===== config.mk =====
export PLATFORM = sky130hd
export DESIGN_NAME = alu_mul_sequencer_flat
export DESIGN_NICKNAME = d
export VERILOG_FILES = /design/src/rtl/alu_pkg.sv /design/src/rtl/alu_mul_sequencer_if.sv /design/src/rtl/alu_mul_sequencer.sv /design/src/flat_wrapper.sv
export SDC_FILE = /design/constraint.sdc
export NUM_CORES = 1
export LEC_CHECK = 0
export CELL_PAD_IN_SITES_DETAIL_PLACEMENT = 0
export CELL_PAD_IN_SITES_GLOBAL_PLACEMENT = 2
export CORE_MARGIN = 3
export CORE_UTILIZATION = 32
export CTS_BUF_LIST = sky130_fd_sc_hd__clkbuf_16
export DETAILED_ROUTE_END_ITERATION = 10
export MAX_ROUTING_LAYER = met4
export PLACE_DENSITY = 0.95
export SLEW_MARGIN = 10
export SYNTH_ARGS = -nofsm -noshare
export SYNTH_HDL_FRONTEND = slang
export SYNTH_SLANG_ARGS = --single-unit

===== constraint.sdc =====
create_clock -name clk -period 3.37 [get_ports clk]
set_input_delay 0.674 -clock clk [delete_from_list [all_inputs] [get_ports clk]]
set_output_delay 0.674 -clock clk [all_outputs]
set_load 0.1 [all_outputs]

===== src/rtl/alu_pkg.sv =====
// Shared ALU opcodes and multiply-sequencer state encoding.
// Imported by the ALU, the sequencer and the bench.
package alu_pkg;

  localparam logic [1:0] ALU_ADD = 2'd0;
  localparam logic [1:0] ALU_SUB = 2'd1;
  localparam logic [1:0] ALU_AND = 2'd2;
  localparam logic [1:0] ALU_OR  = 2'd3;

  typedef enum logic [2:0] {
    IDLE,
    ABS_M,
    ABS_Q,
    ITER,
    NEG_LO,
    NEG_HI,
    DONE
  } seq_state_e;

endpackage


===== src/rtl/alu_mul_sequencer_if.sv =====
// Operand/result bus between the multiply sequencer and the ALU.
// The sequencer is master (drives operands), the ALU is slave.
interface alu_mul_sequencer_if #(
  parameter int W = 8
) ();

  logic [W-1:0] alu_a;
  logic [W-1:0] alu_b;
  logic [1:0]   alu_control;
  logic [W-1:0] alu_out;
  logic         alu_co;

  modport master (
    output alu_a,
    output alu_b,
    output alu_control,
    input  alu_out,
    input  alu_co
  );

  modport slave (
    input  alu_a,
    input  alu_b,
    input  alu_control,
    output alu_out,
    output alu_co
  );

endinterface


===== src/rtl/alu_mul_sequencer.sv =====
// Shift-and-add multiplier controller; all W-bit add/sub work
// is pushed through the external ALU, signed via sign-magnitude.
module alu_mul_sequencer
  import alu_pkg::*;
#(
  parameter int W = 8
) (
  input  logic                 clk,
  input  logic                 rst,
  input  logic                 start,
  input  logic                 signed_mode,
  input  logic [W-1:0]         multiplicand,
  input  logic [W-1:0]         multiplier,
  alu_mul_sequencer_if.master  alu,
  output logic                 busy,
  output logic                 done,
  output logic [2*W-1:0]       product
);

  localparam int CW = $clog2(W) + 1;

  seq_state_e    state_q, state_d;
  logic [W-1:0]  mr_q, mr_d;
  logic [W-1:0]  hi_q, hi_d;
  logic [W-1:0]  lo_q, lo_d;
  logic [CW-1:0] cnt_q, cnt_d;
  logic          neg_q, neg_d;
  logic          cs_q, cs_d;
  logic [2*W-1:0] product_q;

  always_comb begin
    state_d         = state_q;
    mr_d            = mr_q;
    hi_d            = hi_q;
    lo_d            = lo_q;
    cnt_d           = cnt_q;
    neg_d           = neg_q;
    cs_d            = cs_q;
    alu.alu_a       = '0;
    alu.alu_b       = '0;
    alu.alu_control = ALU_ADD;
    unique case (state_q)
      IDLE: begin
        if (start) begin
          mr_d    = multiplicand;
          lo_d    = multiplier;
          hi_d    = '0;
          cnt_d   = '0;
          neg_d   = signed_mode
                  & (multiplicand[W-1]
                  ^ multiplier[W-1]);
          state_d = signed_mode ? ABS_M : ITER;
        end
      end
      ABS_M: begin
        alu.alu_b       = mr_q;
        alu.alu_control = ALU_SUB;
        if (mr_q[W-1]) mr_d = alu.alu_out;
        state_d = ABS_Q;
      end
      ABS_Q: begin
        alu.alu_b       = lo_q;
        alu.alu_control = ALU_SUB;
        if (lo_q[W-1]) lo_d = alu.alu_out;
        state_d = ITER;
      end
      ITER: begin
        alu.alu_a = hi_q;
        alu.alu_b = lo_q[0] ? mr_q : '0;
        // carry lands in HI[W-1]; LSB of HI shifts into LO
        {hi_d, lo_d} = {alu.alu_co, alu.alu_out,
                        lo_q[W-1:1]};
        cnt_d = cnt_q + 1'b1;
        if (cnt_q == CW'(W - 1))
          state_d = neg_q ? NEG_LO : DONE;
      end
      NEG_LO: begin
        alu.alu_b       = lo_q;
        alu.alu_control = ALU_SUB;
        lo_d            = alu.alu_out;
        cs_d            = alu.alu_co;
        state_d         = NEG_HI;
      end
      NEG_HI: begin
        alu.alu_a = ~hi_q;
        alu.alu_b = {{(W-1){1'b0}}, cs_q};
        hi_d      = alu.alu_out;
        state_d   = DONE;
      end
      DONE:    state_d = IDLE;
      default: state_d = IDLE;
    endcase
  end

  always_ff @(posedge clk) begin
    if (rst) begin
      state_q   <= IDLE;
      mr_q      <= '0;
      hi_q      <= '0;
      lo_q      <= '0;
      cnt_q     <= '0;
      neg_q     <= 1'b0;
      cs_q      <= 1'b0;
      product_q <= '0;
    end else begin
      state_q <= state_d;
      mr_q    <= mr_d;
      hi_q    <= hi_d;
      lo_q    <= lo_d;
      cnt_q   <= cnt_d;
      neg_q   <= neg_d;
      cs_q    <= cs_d;
      if (state_d == DONE)
        product_q <= {hi_d, lo_d};
    end
  end

  assign busy    = (state_q != IDLE);
  assign done    = (state_q == DONE);
  assign product = product_q;

endmodule


===== src/flat_wrapper.sv =====
// flat-port wrapper written by rule: the top's interface ports become plain ports
module alu_mul_sequencer_flat import alu_pkg::*;
#(
  parameter int W = 8
)
  (clk, rst, start, signed_mode, multiplicand, multiplier, busy, done, product, alu_alu_a, alu_alu_b, alu_alu_control, alu_alu_out, alu_alu_co);
  alu_mul_sequencer_if #(.W(W)) alu_i ();
  input  logic clk;
  input  logic rst;
  input  logic start;
  input  logic signed_mode;
  input  logic [W-1:0] multiplicand;
  input  logic [W-1:0] multiplier;
  output logic busy;
  output logic done;
  output logic [2*W-1:0] product;
  output wire logic [$bits(alu_i.alu_a)-1:0] alu_alu_a;
  output wire logic [$bits(alu_i.alu_b)-1:0] alu_alu_b;
  output wire logic [$bits(alu_i.alu_control)-1:0] alu_alu_control;
  input wire logic [$bits(alu_i.alu_out)-1:0] alu_alu_out;
  input wire logic [$bits(alu_i.alu_co)-1:0] alu_alu_co;
  assign alu_alu_a = alu_i.alu_a;
  assign alu_alu_b = alu_i.alu_b;
  assign alu_alu_control = alu_i.alu_control;
  assign alu_i.alu_out = alu_alu_out;
  assign alu_i.alu_co = alu_alu_co;
  alu_mul_sequencer #(.W(W)) u_core (.clk(clk), .rst(rst), .start(start), .signed_mode(signed_mode), .multiplicand(multiplicand), .multiplier(multiplier), .alu(alu_i), .busy(busy), .done(done), .product(product));
endmodule

==> results_tabular.tex, run 1 <==
\begin{tabular}{lr}
\hline
Metric & Value \\
\hline
\multicolumn{2}{l}{\textbf{Run status}} \\
\quad Status & completed \\
\multicolumn{2}{l}{\textbf{Finish}} \\
\quad Total inserted antenna cells & 0 \\
\quad Final \#Nets & 430 \\
\quad Core Util, Final & 44.1\% \\
\quad Leading cell types in the layout, fill and taps excluded & sky130\_fd\_sc\_hd\_\_nor2\_1, sky130\_fd\_sc\_hd\_\_dfxtp\_1, sky130\_fd\_sc\_hd\_\_a21oi\_1, sky130\_fd\_sc\_hd\_\_clkdlybuf4s50\_1, sky130\_fd\_sc\_hd\_\_buf\_4 \\
\quad Commonest non-fill, non-tap cell in the layout & sky130\_fd\_sc\_hd\_\_nor2\_1 \\
\quad Count of placed standard cells in the final layout, fillers left out & 509 \\
\quad Layout-stage area growth over the synthesis result & 30.3\% \\
\quad Fraction of layout instances using a drive strength above 1 & 19.2\% \\
\multicolumn{2}{l}{\textbf{Floorplan}} \\
\quad Initial core utilization & 33.8\% \\
\quad CORE AREA & 8930 sq um \\
\quad Standard-cell row count & 34 \\
\quad Die area & 10600 sq um \\
\quad Number of placed I/O pins & 65 \\
\quad Die Wd & 103 um \\
\quad Floorplan die height & 103 um \\
\multicolumn{2}{l}{\textbf{GRT}} \\
\quad Initial antenna violation count & 0 \\
\quad Residual overflow from global routing & 0 \\
\quad Wire length of the first global-routing pass & 15.0 mm \\
\quad All-Layer GR Usage & 18.5\% \\
\quad Maximum number of pins on one net before global-route repair & 41 \\
\quad Number of global-route vias before repair & 2733 \\
\multicolumn{2}{l}{\textbf{STA}} \\
\quad Portion of the clock cycle consumed by the worst path in the final layout & 86.0\% \\
\quad Min Tclk post-route & 2.90 ns \\
\quad Maximum clock frequency & 0.345 GHz \\
\quad Number of max-slew violations in the final report & 0 \\
\quad Number of setup violations in the final report & 0 \\
\quad Worst max-slew margin expressed relative to the limit & 48.0\% \\
\quad Total negative setup slack & 0 ns \\
\quad Hold Violations, Final & 0 \\
\quad Actual transition at the worst max-transition pin & 0.780 ns \\
\quad Final hold slack & 0.475 ns \\
\quad Fin Clk Skew & 0.00670 ns \\
\quad Setup repair after global routing missed its margin & false \\
\multicolumn{2}{l}{\textbf{Logic synthesis}} \\
\quad Mean post-synth cell area & 8.54 sq um \\
\quad Synth unique cells & 61 \\
\quad Async set or reset register ratio after synthesis & 0\% \\
\quad Number of instances in the synthesized netlist & 354 \\
\quad Yosys warning total & 0 \\
\quad EDFF count, synth & 0 \\
\quad Area of the mapped netlist & 3020 sq um \\
\quad Top\_reg\_cell synth & sky130\_fd\_sc\_hd\_\_dfxtp\_1 \\
\quad Cell accounting for the most synthesized area & sky130\_fd\_sc\_hd\_\_dfxtp\_1 \\
\quad Number of nets in the synthesized netlist & 384 \\
\quad Seq/Total Area, Yosys & 32.5\% \\
\quad Register bit count reported by yosys & 49 \\
\quad Share of the synthesized area in the top cell type & 32.5\% \\
\quad Cell types occupying the most area after synthesis & sky130\_fd\_sc\_hd\_\_dfxtp\_1, sky130\_fd\_sc\_hd\_\_mux2i\_1, sky130\_fd\_sc\_hd\_\_a21oi\_1 \\
\multicolumn{2}{l}{\textbf{Detailed routing}} \\
\quad DR iter-0 viols & 349 \\
\quad Met3 wirelength from detailed routing & 526 um \\
\quad Number of iterations in the first detailed-routing pass & 5 \\
\quad Wire length on met2 & 4.47 mm \\
\quad Detail-routed via count per cell & 5.82 \\
\quad Number of DRC violations after detailed routing & 0 \\
\quad Routed length on met1 & 4.29 mm \\
\quad Max layer used & met4 \\
\quad Antenna-violating nets left & 0 \\
\quad Detailed-route wire length per cell & 18.5 um \\
\quad Detailed Route WL & 9.42 mm \\
\quad Via count & 2963 \\
\multicolumn{2}{l}{\textbf{Critical path}} \\
\quad Terminus of the critical flop-to-flop path & u\_core.product[3]\$\_SDFFE\_PP0N\_ \\
\quad Category of the critical setup timing path & flip-flop to primary output \\
\quad Setup slack on the worst flop-to-flop path & 1.04 ns \\
\quad Category of the worst setup path launch point & flip-flop \\
\quad Endpoint required time on the critical path & 2.70 ns \\
\quad Worst reg2reg path startpoint & u\_core.state\_q[0]\$\_SDFF\_PP0\_ \\
\quad Worst reg2reg path depth & 5 \\
\quad Crit. End Element & primary output \\
\quad Worst endpoint data arrival time & 2.22 ns \\
\quad Biggest fanout along the worst timing path & 26 \\
\multicolumn{2}{l}{\textbf{Worst hold path}} \\
\quad Worst hold stages & 2 \\
\quad Hold wc startpoint & u\_core.product[8]\$\_SDFFE\_PP0N\_ \\
\quad Worst Hold Class & flip-flop to flip-flop \\
\quad Hold endpoint & u\_core.product[8]\$\_SDFFE\_PP0N\_ \\
\multicolumn{2}{l}{\textbf{Clocking}} \\
\quad Number of buffers added by the clock tree synthesis step & 5 \\
\quad \# Post-CTS Setup Buffers & 0 \\
\quad Maximum count of clock buffers along a single path & 2 \\
\quad Insertion delay of the later-clocked pin in the worst-skew pair & 0.29 ns \\
\quad Level count of the clock H-tree & 2 \\
\quad Sink count of the clock tree & 49 \\
\quad TritonCTS clock tree & built \\
\quad \# hold bufs at CTS & 0 \\
\quad Worst-path clk slew & 0.07 ns \\
\quad Cell at the root of the clock tree & sky130\_fd\_sc\_hd\_\_clkbuf\_16 \\
\quad Gates resized, CTS repair & 0 \\
\multicolumn{2}{l}{\textbf{Place}} \\
\quad HPWL reported at the end of detailed placement & 6.68 mm \\
\quad Number of input and output port buffers inserted & 63 \\
\quad Placed Cells & 501 \\
\quad Routability congestion estimate & 0.846 \\
\multicolumn{2}{l}{\textbf{Job}} \\
\quad Max Cap Viol & 0 \\
\multicolumn{2}{l}{\textbf{Power and ir drop}} \\
\quad Worst vdd ir & 0.191 mV \\
\quad Total power density per cell area & 402 nW/um\^{}2 \\
\quad Pwr Total & 1.58 mW \\
\quad Leakage dissipation & 1.39 nW \\
\hline
\end{tabular}
## synth_stat cells (5+ instances only)
| cell | instances |
|---|---|
| sky130_fd_sc_hd__a22oi_1 | 15 |
| sky130_fd_sc_hd__a21oi_1 | 44 |
| sky130_fd_sc_hd__clkbuf_1 | 9 |
| sky130_fd_sc_hd__a221oi_2 | 6 |
| sky130_fd_sc_hd__buf_2 | 11 |
| sky130_fd_sc_hd__nand2_1 | 14 |
| sky130_fd_sc_hd__o21ai_0 | 17 |
| sky130_fd_sc_hd__nand3b_1 | 5 |
| sky130_fd_sc_hd__nand4bb_1 | 5 |
| sky130_fd_sc_hd__buf_4 | 7 |
| sky130_fd_sc_hd__nor2_1 | 48 |
| sky130_fd_sc_hd__o21ai_1 | 8 |
| sky130_fd_sc_hd__dfxtp_1 | 49 |
| sky130_fd_sc_hd__mux2i_1 | 23 |
| sky130_fd_sc_hd__nand3_1 | 16 |
| sky130_fd_sc_hd__a211oi_1 | 5 |
| sky130_fd_sc_hd__a222oi_1 | 7 |
| sky130_fd_sc_hd__buf_6 | 5 |
## sequential cells by signal, summed over array words and instances, names as in the netlist
signal / flops
u_core.cnt_q: 4
u_core.mr_q: 8
u_core.product: 16
u_core.neg_q: 1
u_core.lo_q: 8
u_core.hi_q: 8
u_core.state_q: 3
u_core.cs_q: 1
## metal layers
layer / GRT usage (%) / up-vias
met2: 27.8 / 99
met3: 2.35 / 10
met4: 5.58 / 0
met1: 26.1 / 1443
met5: - / -
li1: - / 1411
## stage by stage
step	cell area [sq um]	worst slack [ns]
after floorplan	3030	0.248
after global placement	3790	0.825
after detailed placement	3790	0.741
after CTS	3940	0.492
after global routing	3940	0.296
final	3940	0.472
## cells by family after synthesis
family,share of synthesized area (%)
buf+inv,7.82
flops,32.5
mux,8.73
other cells,0.124
simple gates,20.9
fa+ha+maj,0.414
compound gates,29.0
xor+xnor,0.580
## worst max path at each step
stage	from	end	slack, ns
global route	u_core.state_q[0]$_SDFF_PP0_	alu_alu_b[7]	0.30
floorplan	u_core.state_q[1]$_SDFF_PP0_	alu_alu_b[1]	0.25
CTS	u_core.state_q[0]$_SDFF_PP0_	alu_alu_b[1]	0.49
detailed placement	start	u_core.product[0]$_SDFFE_PP0N_	0.74
global placement	start	u_core.product[0]$_SDFFE_PP0N_	0.83
finish	u_core.state_q[0]$_SDFF_PP0_	alu_alu_b[1]	0.47
## critical path, stage by stage (launching register included)
cell and delay [ns]:
sky130_fd_sc_hd__dfxtp_2 0.67, sky130_fd_sc_hd__inv_1 0.12, sky130_fd_sc_hd__a21oi_1 0.47, sky130_fd_sc_hd__a22oi_1 0.18
sky130_fd_sc_hd__o21ai_1 0.27, sky130_fd_sc_hd__buf_12 0.21
## area by class of cell
class	instances	area [sq um]
multi-input cells	267	1810
repair buffers	72	836
inverters	5	18.8
fillers	874	4990
clock buffers	5	125
clock inverters	3	28.8
flip-flops and latches	49	983
well taps	108	135
## where the power goes
part	leakage, nW	internal [mW]	switching [mW]
clock	0.0763	0.285	0.251
sequential	0.399	0.601	0.0391
combinational	0.919	0.154	0.254
Power figures use the tool's default switching activity.
==> run 2: changes to the inputs <==
GPL_TIMING_DRIVEN = 1   (was not set)
==> results of run 2 <==
Same layout as run 1: the final DEF is identical, and so are final timing and power.
